File: src/rtl/exposure_seq_param.sv
// Exposure sequencer: drives the pixel array through reset, global reset,
// streamed row groups, exposure control and standby for one or more
// subframes, then hands the finished frame to the readout engine.
module exposure_seq_param #(
    parameter int ROW_W        = 10,
    parameter int NUM_ROWS     = 320,
    parameter int ROW_STEP     = 8,
    parameter int STREAM_SLOTS = 3,
    parameter int CNT_W        = 32
) (
    input  logic             CLKM,
    input  logic             rst,
    input  logic [CNT_W-1:0] T_reset,
    input  logic [CNT_W-1:0] Tgl_res,
    input  logic [CNT_W-1:0] T_row,
    input  logic [CNT_W-1:0] Texp_ctrl,
    input  logic [CNT_W-1:0] T_stdby,
    input  logic [CNT_W-1:0] T_des_st,
    input  logic [CNT_W-1:0] T_des_len,
    input  logic [CNT_W-1:0] T_sync_st,
    input  logic [CNT_W-1:0] T_sync_len,
    input  logic [CNT_W-1:0] T_mask_st,
    input  logic [CNT_W-1:0] T_mask_len,
    input  logic [CNT_W-1:0] T_hold,
    input  logic [CNT_W-1:0] NUM_SUB,
    input  logic             cont_mode,
    input  logic             start,
    input  logic             abort,
    input  logic             re_busy,
    output logic             trigger_o,
    output logic             STDBY,
    output logic             EXP,
    output logic             PIXDRAIN,
    output logic             PIXGLOB_RES,
    output logic             PIXVTG_GLOB,
    output logic             PIXREAD_EN,
    output logic             PIXROWMASK,
    output logic             DES,
    output logic             SYNC,
    output logic             MASK_EN,
    output logic             EN_STREAM,
    output logic [ROW_W-1:0] ROWADD,
    output logic             busy,
    output logic [CNT_W-1:0] sub_idx
);

    localparam logic [CNT_W-1:0] LAST_GROUP = CNT_W'(NUM_ROWS / ROW_STEP - 1);
    localparam logic [CNT_W-1:0] LAST_SLOT  = CNT_W'(STREAM_SLOTS - 1);
    localparam logic [CNT_W:0]   STEP_X     = (CNT_W+1)'(ROW_STEP);
    localparam logic [CNT_W:0]   ONE_X      = (CNT_W+1)'(1);

    typedef enum logic [2:0] {
        S_IDLE, S_RST, S_GLRES, S_ROWS, S_EXPCTRL, S_STBY, S_DONE
    } state_t;

    state_t           state;
    logic [CNT_W-1:0] cnt;
    logic [CNT_W-1:0] slot;
    logic [CNT_W-1:0] grp;

    logic [CNT_W-1:0] ph_len;
    logic             ph_done;
    logic             last_sub;
    logic             d_stdby, d_exp, d_drain, d_glob_res, d_vtg_glob, d_read_en;
    logic             d_rowmask, d_des, d_sync, d_mask_en, d_en_stream;
    logic [ROW_W-1:0] d_rowadd;

    // True on the final cycle of a phase; a zero length behaves as one cycle.
    function automatic logic phase_last(input logic [CNT_W-1:0] c,
                                        input logic [CNT_W-1:0] len);
        logic [CNT_W:0] len_x;
        len_x = (len == '0) ? ONE_X : {1'b0, len};
        return ({1'b0, c} + ONE_X) >= len_x;
    endfunction

    // Window test at one extra bit so st+len cannot wrap; len=0 never hits.
    function automatic logic in_window(input logic [CNT_W-1:0] c,
                                       input logic [CNT_W-1:0] st,
                                       input logic [CNT_W-1:0] len);
        logic [CNT_W:0] end_x;
        end_x = {1'b0, st} + {1'b0, len};
        return ({1'b0, c} >= {1'b0, st}) && ({1'b0, c} < end_x);
    endfunction

    // Select the length of the current phase and detect its last cycle.
    always_comb begin
        ph_len = '0;
        case (state)
            S_RST:     ph_len = T_reset;
            S_GLRES:   ph_len = Tgl_res;
            S_ROWS:    ph_len = T_row;
            S_EXPCTRL: ph_len = Texp_ctrl;
            S_STBY:    ph_len = T_stdby;
            default:   ph_len = '0;
        endcase
        ph_done  = phase_last(cnt, ph_len);
        last_sub = ({1'b0, sub_idx} + ONE_X) >=
                   ((NUM_SUB == '0) ? ONE_X : {1'b0, NUM_SUB});
    end

    // Decode pixel controls from the current state and counters.
    always_comb begin
        d_stdby     = 1'b0;
        d_exp       = 1'b0;
        d_drain     = 1'b0;
        d_glob_res  = 1'b0;
        d_vtg_glob  = 1'b0;
        d_read_en   = 1'b0;
        d_rowmask   = 1'b0;
        d_des       = 1'b0;
        d_sync      = 1'b0;
        d_mask_en   = 1'b0;
        d_en_stream = 1'b0;
        d_rowadd    = ROWADD;
        case (state)
            S_IDLE: begin
                d_exp     = 1'b1;
                d_drain   = 1'b1;
                d_read_en = 1'b1;
                d_rowadd  = '0;
            end
            S_RST: begin
                d_stdby    = 1'b1;
                d_exp      = 1'b1;
                d_drain    = 1'b1;
                d_glob_res = 1'b1;
                d_vtg_glob = 1'b1;
                d_rowadd   = '0;
            end
            S_GLRES: begin
                d_stdby    = 1'b1;
                d_glob_res = 1'b1;
                d_rowadd   = '0;
            end
            S_ROWS: begin
                d_stdby     = 1'b1;
                d_en_stream = 1'b1;
                d_rowmask   = (slot == '0);
                d_des       = in_window(cnt, T_des_st, T_des_len);
                d_sync      = (slot == '0) && in_window(cnt, T_sync_st, T_sync_len);
                d_mask_en   = (slot == '0) && in_window(cnt, T_mask_st, T_mask_len);
                // Row address stays on the previous group while the first slot settles.
                if (!((slot == '0) && (cnt < T_hold)))
                    d_rowadd = ROW_W'({1'b0, grp} * STEP_X);
            end
            S_EXPCTRL: d_stdby = 1'b1;
            default: ;
        endcase
    end

    // Sequencer FSM with registered controls, handshake and counters.
    always_ff @(posedge CLKM or posedge rst) begin
        if (rst) begin
            state       <= S_IDLE;
            cnt         <= '0;
            slot        <= '0;
            grp         <= '0;
            sub_idx     <= '0;
            trigger_o   <= 1'b0;
            busy        <= 1'b0;
            STDBY       <= 1'b0;
            EXP         <= 1'b1;
            PIXDRAIN    <= 1'b1;
            PIXGLOB_RES <= 1'b0;
            PIXVTG_GLOB <= 1'b0;
            PIXREAD_EN  <= 1'b1;
            PIXROWMASK  <= 1'b0;
            DES         <= 1'b0;
            SYNC        <= 1'b0;
            MASK_EN     <= 1'b0;
            EN_STREAM   <= 1'b0;
            ROWADD      <= '0;
        end else if (abort && (state != S_IDLE)) begin
            state       <= S_IDLE;
            cnt         <= '0;
            slot        <= '0;
            grp         <= '0;
            trigger_o   <= 1'b0;
            busy        <= 1'b0;
            STDBY       <= 1'b0;
            EXP         <= 1'b1;
            PIXDRAIN    <= 1'b1;
            PIXGLOB_RES <= 1'b0;
            PIXVTG_GLOB <= 1'b0;
            PIXREAD_EN  <= 1'b1;
            PIXROWMASK  <= 1'b0;
            DES         <= 1'b0;
            SYNC        <= 1'b0;
            MASK_EN     <= 1'b0;
            EN_STREAM   <= 1'b0;
            ROWADD      <= '0;
        end else begin
            STDBY       <= d_stdby;
            EXP         <= d_exp;
            PIXDRAIN    <= d_drain;
            PIXGLOB_RES <= d_glob_res;
            PIXVTG_GLOB <= d_vtg_glob;
            PIXREAD_EN  <= d_read_en;
            PIXROWMASK  <= d_rowmask;
            DES         <= d_des;
            SYNC        <= d_sync;
            MASK_EN     <= d_mask_en;
            EN_STREAM   <= d_en_stream;
            ROWADD      <= d_rowadd;
            case (state)
                S_IDLE: begin
                    if (!re_busy && (start || cont_mode)) begin
                        state   <= S_RST;
                        cnt     <= '0;
                        slot    <= '0;
                        grp     <= '0;
                        sub_idx <= '0;
                        busy    <= 1'b1;
                    end
                end
                S_RST: begin
                    slot    <= '0;
                    grp     <= '0;
                    sub_idx <= '0;
                    if (ph_done) begin
                        state <= S_GLRES;
                        cnt   <= '0;
                    end else begin
                        cnt <= cnt + 1'b1;
                    end
                end
                S_GLRES: begin
                    if (ph_done) begin
                        state <= S_ROWS;
                        cnt   <= '0;
                        slot  <= '0;
                        grp   <= '0;
                    end else begin
                        cnt <= cnt + 1'b1;
                    end
                end
                S_ROWS: begin
                    if (!ph_done) begin
                        cnt <= cnt + 1'b1;
                    end else begin
                        cnt <= '0;
                        if (slot < LAST_SLOT) begin
                            slot <= slot + 1'b1;
                        end else begin
                            slot <= '0;
                            if (grp < LAST_GROUP) begin
                                grp <= grp + 1'b1;
                            end else begin
                                grp   <= '0;
                                state <= S_EXPCTRL;
                            end
                        end
                    end
                end
                S_EXPCTRL: begin
                    if (ph_done) begin
                        cnt     <= '0;
                        slot    <= '0;
                        grp     <= '0;
                        sub_idx <= sub_idx + 1'b1;
                        state   <= last_sub ? S_STBY : S_ROWS;
                    end else begin
                        cnt <= cnt + 1'b1;
                    end
                end
                S_STBY: begin
                    if (ph_done) begin
                        state     <= S_DONE;
                        cnt       <= '0;
                        busy      <= 1'b0;
                        trigger_o <= 1'b1;
                    end else begin
                        cnt <= cnt + 1'b1;
                    end
                end
                S_DONE: begin
                    if (re_busy) begin
                        state     <= S_IDLE;
                        trigger_o <= 1'b0;
                    end
                end
                default: state <= S_IDLE;
            endcase
        end
    end

endmodule

File: config.mk
export PLATFORM = sky130hd
export DESIGN_NAME = exposure_seq_param
export DESIGN_NICKNAME = d
export VERILOG_FILES = /design/src/rtl/exposure_seq_param.sv
export SDC_FILE = /design/constraint.sdc
export NUM_CORES = 1
export LEC_CHECK = 0
export BUFFER_PORTS_ARGS = -buffer_cell sky130_fd_sc_hd__buf_2
export CAP_MARGIN = 0
export CORE_ASPECT_RATIO = 0.8
export CORE_MARGIN = 4
export CORE_UTILIZATION = 45
export DETAILED_ROUTE_END_ITERATION = 10
export PLACE_DENSITY = 0.69
export SLEW_MARGIN = 20
export SYNTH_ARGS = -nofsm -noshare
export SYNTH_HDL_FRONTEND = slang
export SYNTH_SLANG_ARGS = --single-unit
File: constraint.sdc
create_clock -name CLKM -period 15.5 [get_ports CLKM]
set_input_delay 0.775 -clock CLKM [delete_from_list [all_inputs] [get_ports CLKM]]
set_output_delay 0.775 -clock CLKM [all_outputs]
set_load 0.005 [all_outputs]
## After elaboration in Yosys (flattened, before gate mapping)

Cells that the tools add are included.
Widths: inputs -> output; s select.

| storage, ports and cells | value |
|---|---|
| register bits after elaboration | 153 |

| cells by class | value |
|---|---|
| add/subtract/negate cells | 9 |
| order comparisons | 11 |
| equal/unequal tests | 19 |
| mux-type cells | 62 |
| bitwise gates (word level) | 1 |
| reductions and logical operators | 35 |

Operator list:

| operator | count |
|---|---|
| $mux 32 | 14 |
| $pmux 32 s4 | 2 |
| $pmux 32 s5 | 1 |
| $add 32x1->32 const B | 4 |
| $add 32x32->33 | 3 |
| $lt 32x33->1 | 3 |
| $ge 32x32->1 | 3 |
| $logic_not 32->1 | 3 |
| $pmux 32 s3 | 1 |
| $add 32x1->33 const B | 2 |
| $ge 33x32->1 | 2 |
| $pmux 32 s2 | 1 |
| $mux 3 | 11 |
| $lt 32x2->1 const B | 1 |
| $lt 32x32->1 | 1 |
| $lt 32x6->1 const B | 1 |
| $ne 3x3->1 const B | 10 |
| $mux 1 | 26 |
| $pmux 3 s7 | 1 |
| $mux 10 | 2 |
| $pmux 10 s2 | 1 |
| $reduce_bool 3->1 | 6 |
| $eq 3x3->1 const B | 3 |
| $reduce_and 9->1 | 1 |
| 19 further kinds | 34 |

## Depth between registers and ports, before layout

| logic depth | value |
|---|---|
| depth after elaboration | 8 |
| mapped depth | 23 |
| mapped depth without buffers | 22 |

## Worst setup path before layout

No wires, ideal clock.

| timing | value |
|---|---|
| path type | in2reg |
| start point | in T_mask_st[0] |
| end point | reg MASK_EN |
| library setup time | 86 ps |
| arrival | 4790 ps |
| path slack | 10624 ps |
| stages on the path | 20 |
| cell sequence | ha_1 -> fa_1 -> a211oi_1 -> o21ai_0 -> a21oi_1 -> o211ai_1 -> o31a_1 -> a221o_1 -> a41o_1 -> and2_1 -> o21ai_0 -> xor2_1 -> ha_1 -> a2111oi_0 -> nand2_1 -> nor2_1 -> o21ai_0 -> a211oi_1 -> o21ai_0 -> a32oi_1 |

| on the way | value |
|---|---|
| longest elaborated chain between the ends | 6 |
| elaborated cells on any way between the ends | 7 |
| classes of those cells | add/sub (1); order compare (2); mux (2); reduce/logical (2) |

Ends and longest elaborated chain:

| what | RTL line | source |
|---|---|---|
| from (decl) | 22 | `input logic [CNT_W-1:0] T_mask_st,` |
| $add 32x32->33 | 81 | `end_x = {1'b0, st} + {1'b0, len};` |
| $lt 32x33->1 | 82 | `return ({1'b0, c} >= {1'b0, st}) && ({1'b0, c} < end_x);` |
| $logic_and 1x1->1 (*) | 82 |  |
| $logic_and 1x1->1 (*) | 141 | `d_mask_en = (slot == '0) && in_window(cnt, T_mask_st, T_mask_len);` |
| $mux 1 (*) | 115 | `case (state)` |
| $mux 1 (*) | 173 | `end else if (abort && (state != S_IDLE)) begin` |
| to (signal assigned) | 202 | `MASK_EN <= d_mask_en;` |
| to (decl) | 40 | `output logic MASK_EN,` |

Mark *: on every way between the ends. The rest lies on a longest branch, timed or not.
A chain may end at the register's enable or synchronous reset.

## Worst setup path after layout

| timing | value |
|---|---|
| start point | reg cnt[8] |
| end point | reg sub_idx[7] |

| on the way | value |
|---|---|
| longest elaborated chain between the ends | 4 |

Ends and longest elaborated chain:

| what | RTL line | source |
|---|---|---|
| from (decl) | 57 | `logic [CNT_W-1:0] cnt;` |
| from (signal assigned) | 224 | `cnt <= cnt + 1'b1;` |
| from (signal assigned) | 234 | `cnt <= cnt + 1'b1;` |
| from (signal assigned) | 239 | `cnt <= cnt + 1'b1;` |
| $add 32x1->33 | 73 | `return ({1'b0, c} + ONE_X) >= len_x;` |
| $ge 33x32->1 | 73 |  |
| $ne 2x2->1 (no source line) | - |  |
| $reduce_and 4->1 (no source line) | - |  |
| to (signal assigned) | 260 | `sub_idx <= sub_idx + 1'b1;` |
| to (decl) | 44 | `output logic [CNT_W-1:0] sub_idx` |

No other way between the ends.

==> results.sh <==
export IMPL_status="finished, final reports clean"
export IMPL_yosys_most_used_dff="dfrtp_1"
export IMPL_met3_length_um=5180
export IMPL_clock_latency_ps=440
export IMPL_wl_per_cell_um=20.7
export IMPL_syn_area_um2=20100
export IMPL_slew_limit_headroom=0.300
export IMPL_cts_sinks=150
export IMPL_hold_end="slot[11]"
export IMPL_yosys_warnings=0
export IMPL_dieHeight_um=197
export IMPL_slowest_delay_ps=960
export IMPL_cts_root_buf="clkbuf_16"
export IMPL_cts_tree="built"
export IMPL_grt_pass1_wl_um=112000
export IMPL_cts_buffers_inserted=17
export IMPL_rrSetupSlack_ps=9120
export IMPL_critPathTopFamily="simple AND/OR/NAND/NOR gates"
export IMPL_crit_path_top_delay_cell="and3_1"
export IMPL_worstHoldStart="slot[11]"
export IMPL_synth_top_cell_by_area="ha_1"
export IMPL_yosys_top_cells_count="385 x ha_1, 206 x inv_1, 200 x nand2_1"
export IMPL_tightest_slew_ps=1050
export IMPL_hold_buffers=0
export IMPL_fill_cells=4138
export IMPL_syn2layout_area_growth_pct=17.5
export IMPL_layout_drive_gt1_share=0.188
export IMPL_cts_buffer_depth=2
export IMPL_antenna_left=0
export IMPL_place_hpwl_um=61200
export IMPL_drt_first_pass_iters=6
export IMPL_die_w_um=244
export IMPL_gp_congestion=0.966
export IMPL_ys_types=79
export IMPL_placementRows=68
export IMPL_async_reset_ff_frac=1.00
export IMPL_synth_edf_count=0
export IMPL_crit_path_start_kind="flip-flop"
export IMPL_worstSetupPathDepth=19
export IMPL_htree_levels=4
export IMPL_synth_top_cells_by_area="ha_1 24%, dfrtp_1 18%, a21o_1 5.0%"
export IMPL_timing_rr_start="cnt[8]"
export IMPL_routed_via_density=5.90
export IMPL_core_area_um2=43600
export IMPL_overflow=0
export IMPL_ys_ff_latch=150
export IMPL_tns_ps=0
export IMPL_fin_crit_sh=0.412
export IMPL_min_delay_path_depth=1
export IMPL_hold_viol=0
export IMPL_met2_length_um=33800
export IMPL_drt_iter0_drc=1656
export IMPL_syn_avg_cell_area_um2=8.07
export IMPL_worst_clock_skew_ps=20.4
export IMPL_wirelength_um=73400
export IMPL_routed_top_layer="met5"
export IMPL_vias=20900
export IMPL_worstPathRequired_ps=15830
export IMPL_total_power_mw=1.82
export IMPL_wl_met1_um=31600
export IMPL_die_area_um2=48100
export IMPL_drc=0
export IMPL_grt_max_degree=91
export IMPL_path_common_cell="and3_1"
export IMPL_yosysMostFrequentCell="ha_1"
export IMPL_setup_worst_path_class="reg2reg"
export IMPL_setup_viol=0
export IMPL_grt_pass1_vias=20500
export IMPL_max_freq_mhz=157
export IMPL_end_kind="flip-flop"
export IMPL_power_density_nw_per_um2=77.2
export IMPL_clkTransAtPathRegs_ps=80
export IMPL_r2r_end="sub_idx[7]"
export IMPL_grtUsageTotal=0.291
export IMPL_nNetsFinal=3733
export IMPL_netlist_instances=2489
export IMPL_netlist_area_leader_share=0.240
export IMPL_hold_class="reg2reg"
export IMPL_path_cells="and4_4, nand4_1, or4_4, nor2_1, and3_1, and3_1, nand3_1, xnor2_1, ha_1, a21o_1, a21o_1, a211oi_1, o32a_1, nand3_2, nand4b_2, buf_4, and3_1, o21ai_0, o31ai_1"
export IMPL_path_buf_inv=1
export IMPL_ys_seq_area_frac=0.187
export IMPL_io_buffer_count=473
export IMPL_postCtsSetupBuffers=0
export IMPL_p_leak_nw=13.1
export IMPL_cp_arrival_ps=6710
export IMPL_antenna_found_initial=9
export IMPL_path_max_fanout=56
export IMPL_timing_final_max_slew_violations=0
export IMPL_ctsResizeCount=0
export IMPL_ff2ff_path_depth=19
export IMPL_period_minus_slack_ps=6380
export IMPL_maxCapViolCount=0
export IMPL_ir_worst_vdd_mv=0.0774
export IMPL_initial_core_util=0.460
export IMPL_rsz0062_at_grt="no"
export IMPL_io_pins=477
==> layout by cell type, fill, tap and decap left out, types with 13 or more instances in the layout <==
| master | n |
|---|---|
| nand4_1 | 79 |
| o21a_1 | 19 |
| xnor2_1 | 71 |
| nor2_1 | 151 |
| a22o_1 | 13 |
| nor2b_1 | 38 |
| and2_1 | 19 |
| xor2_1 | 74 |
| nand2b_1 | 38 |
| inv_1 | 205 |
| a21o_1 | 133 |
| a21oi_1 | 179 |
| o211ai_1 | 42 |
| nor4_1 | 29 |
| buf_2 | 473 |
| clkbuf_16 | 17 |
| a221o_1 | 38 |
| nand3_1 | 53 |
| mux2i_1 | 33 |
| nor3_1 | 37 |
| nand2_1 | 200 |
| o31ai_1 | 33 |
| o21bai_1 | 16 |
| ha_1 | 385 |
| and3_1 | 42 |
| o21ai_0 | 167 |
| a211oi_1 | 22 |
| a31oi_1 | 31 |
| dfrtp_1 | 145 |
==> power by group <==
| part | internal (mW) | switching, mW | leakage, nW | total, mW |
|---|---|---|---|---|
| Sequential | 0.407 | 0.0447 | 2.08 | 0.451 |
| Combinational | 0.364 | 0.576 | 10.7 | 0.940 |
| Clock | 0.246 | 0.185 | 0.291 | 0.431 |
==> kinds of logic after synthesis <==
logic type / count (synthesis) / synth area share
AO/OA/AOI/OAI: 752 / 0.246
XOR/XNOR: 145 / 0.0632
adder cells (fa/ha/maj): 388 / 0.243
buffers and inverters: 277 / 0.0551
flip-flops: 150 / 0.187
multiplexers: 33 / 0.0164
other: 1 / 0.000187
AND/OR/NAND/NOR: 743 / 0.189
==> stage by stage <==
| step | cells | utilization | hold WS (ps) | setup WS, ps | area [µm²] |
|---|---|---|---|---|---|
| 2_1_floorplan | 2491 | - | 455 | 10620 | 20100 |
| 3_3_place_gp | 3499 | 0.527 | 476 | 9380 | 23000 |
| 3_5_place_dp | 3499 | 0.527 | 479 | 9200 | 23000 |
| 4_1_cts | 3530 | 0.540 | 494 | 9140 | 23600 |
| 5_1_grt | 3537 | 0.541 | 516 | 8560 | 23600 |
| 6_report | 3538 | 0.541 | 499 | 9120 | 23600 |
==> area by class of cell <==
cell class                 count  area [µm²]  area share
antenna                        8        20.0    0.000848
clock buffer                  18         439      0.0186
clock inverter                13         164     0.00694
inverter                     206         778      0.0330
multi-input combinational   2064       15200       0.646
sequential                   150        3760       0.159
tap                          595         744      0.0315
timing repair buffer         484        2450       0.104
==> state kept, by name, indices dropped and copies added, names as in the netlist, 3 cells and up <==
signal / flops
slot: 32
ROWADD: 7
cnt: 32
state: 3
grp: 32
sub_idx: 32
==> worst max path at each step <==
stage | slack, ps | to | start
after detailed placement | 9200 | sub_idx[23] | cnt[8]
final | 9120 | sub_idx[7] | cnt[8]
after CTS | 9140 | sub_idx[7] | cnt[8]
after global routing | 8560 | sub_idx[23] | cnt[8]
after global placement | 9380 | sub_idx[21] | cnt[8]
after floorplan | 10620 | MASK_EN | T_mask_st[0]
==> layer usage <==
metal,GRT usage,vias up
met5,0,-
met4,0.110,4
met3,0.0434,128
li1,-,10100
met1,0.382,9812
met2,0.488,864
Note: power is estimated with default switching activity, not from simulation.
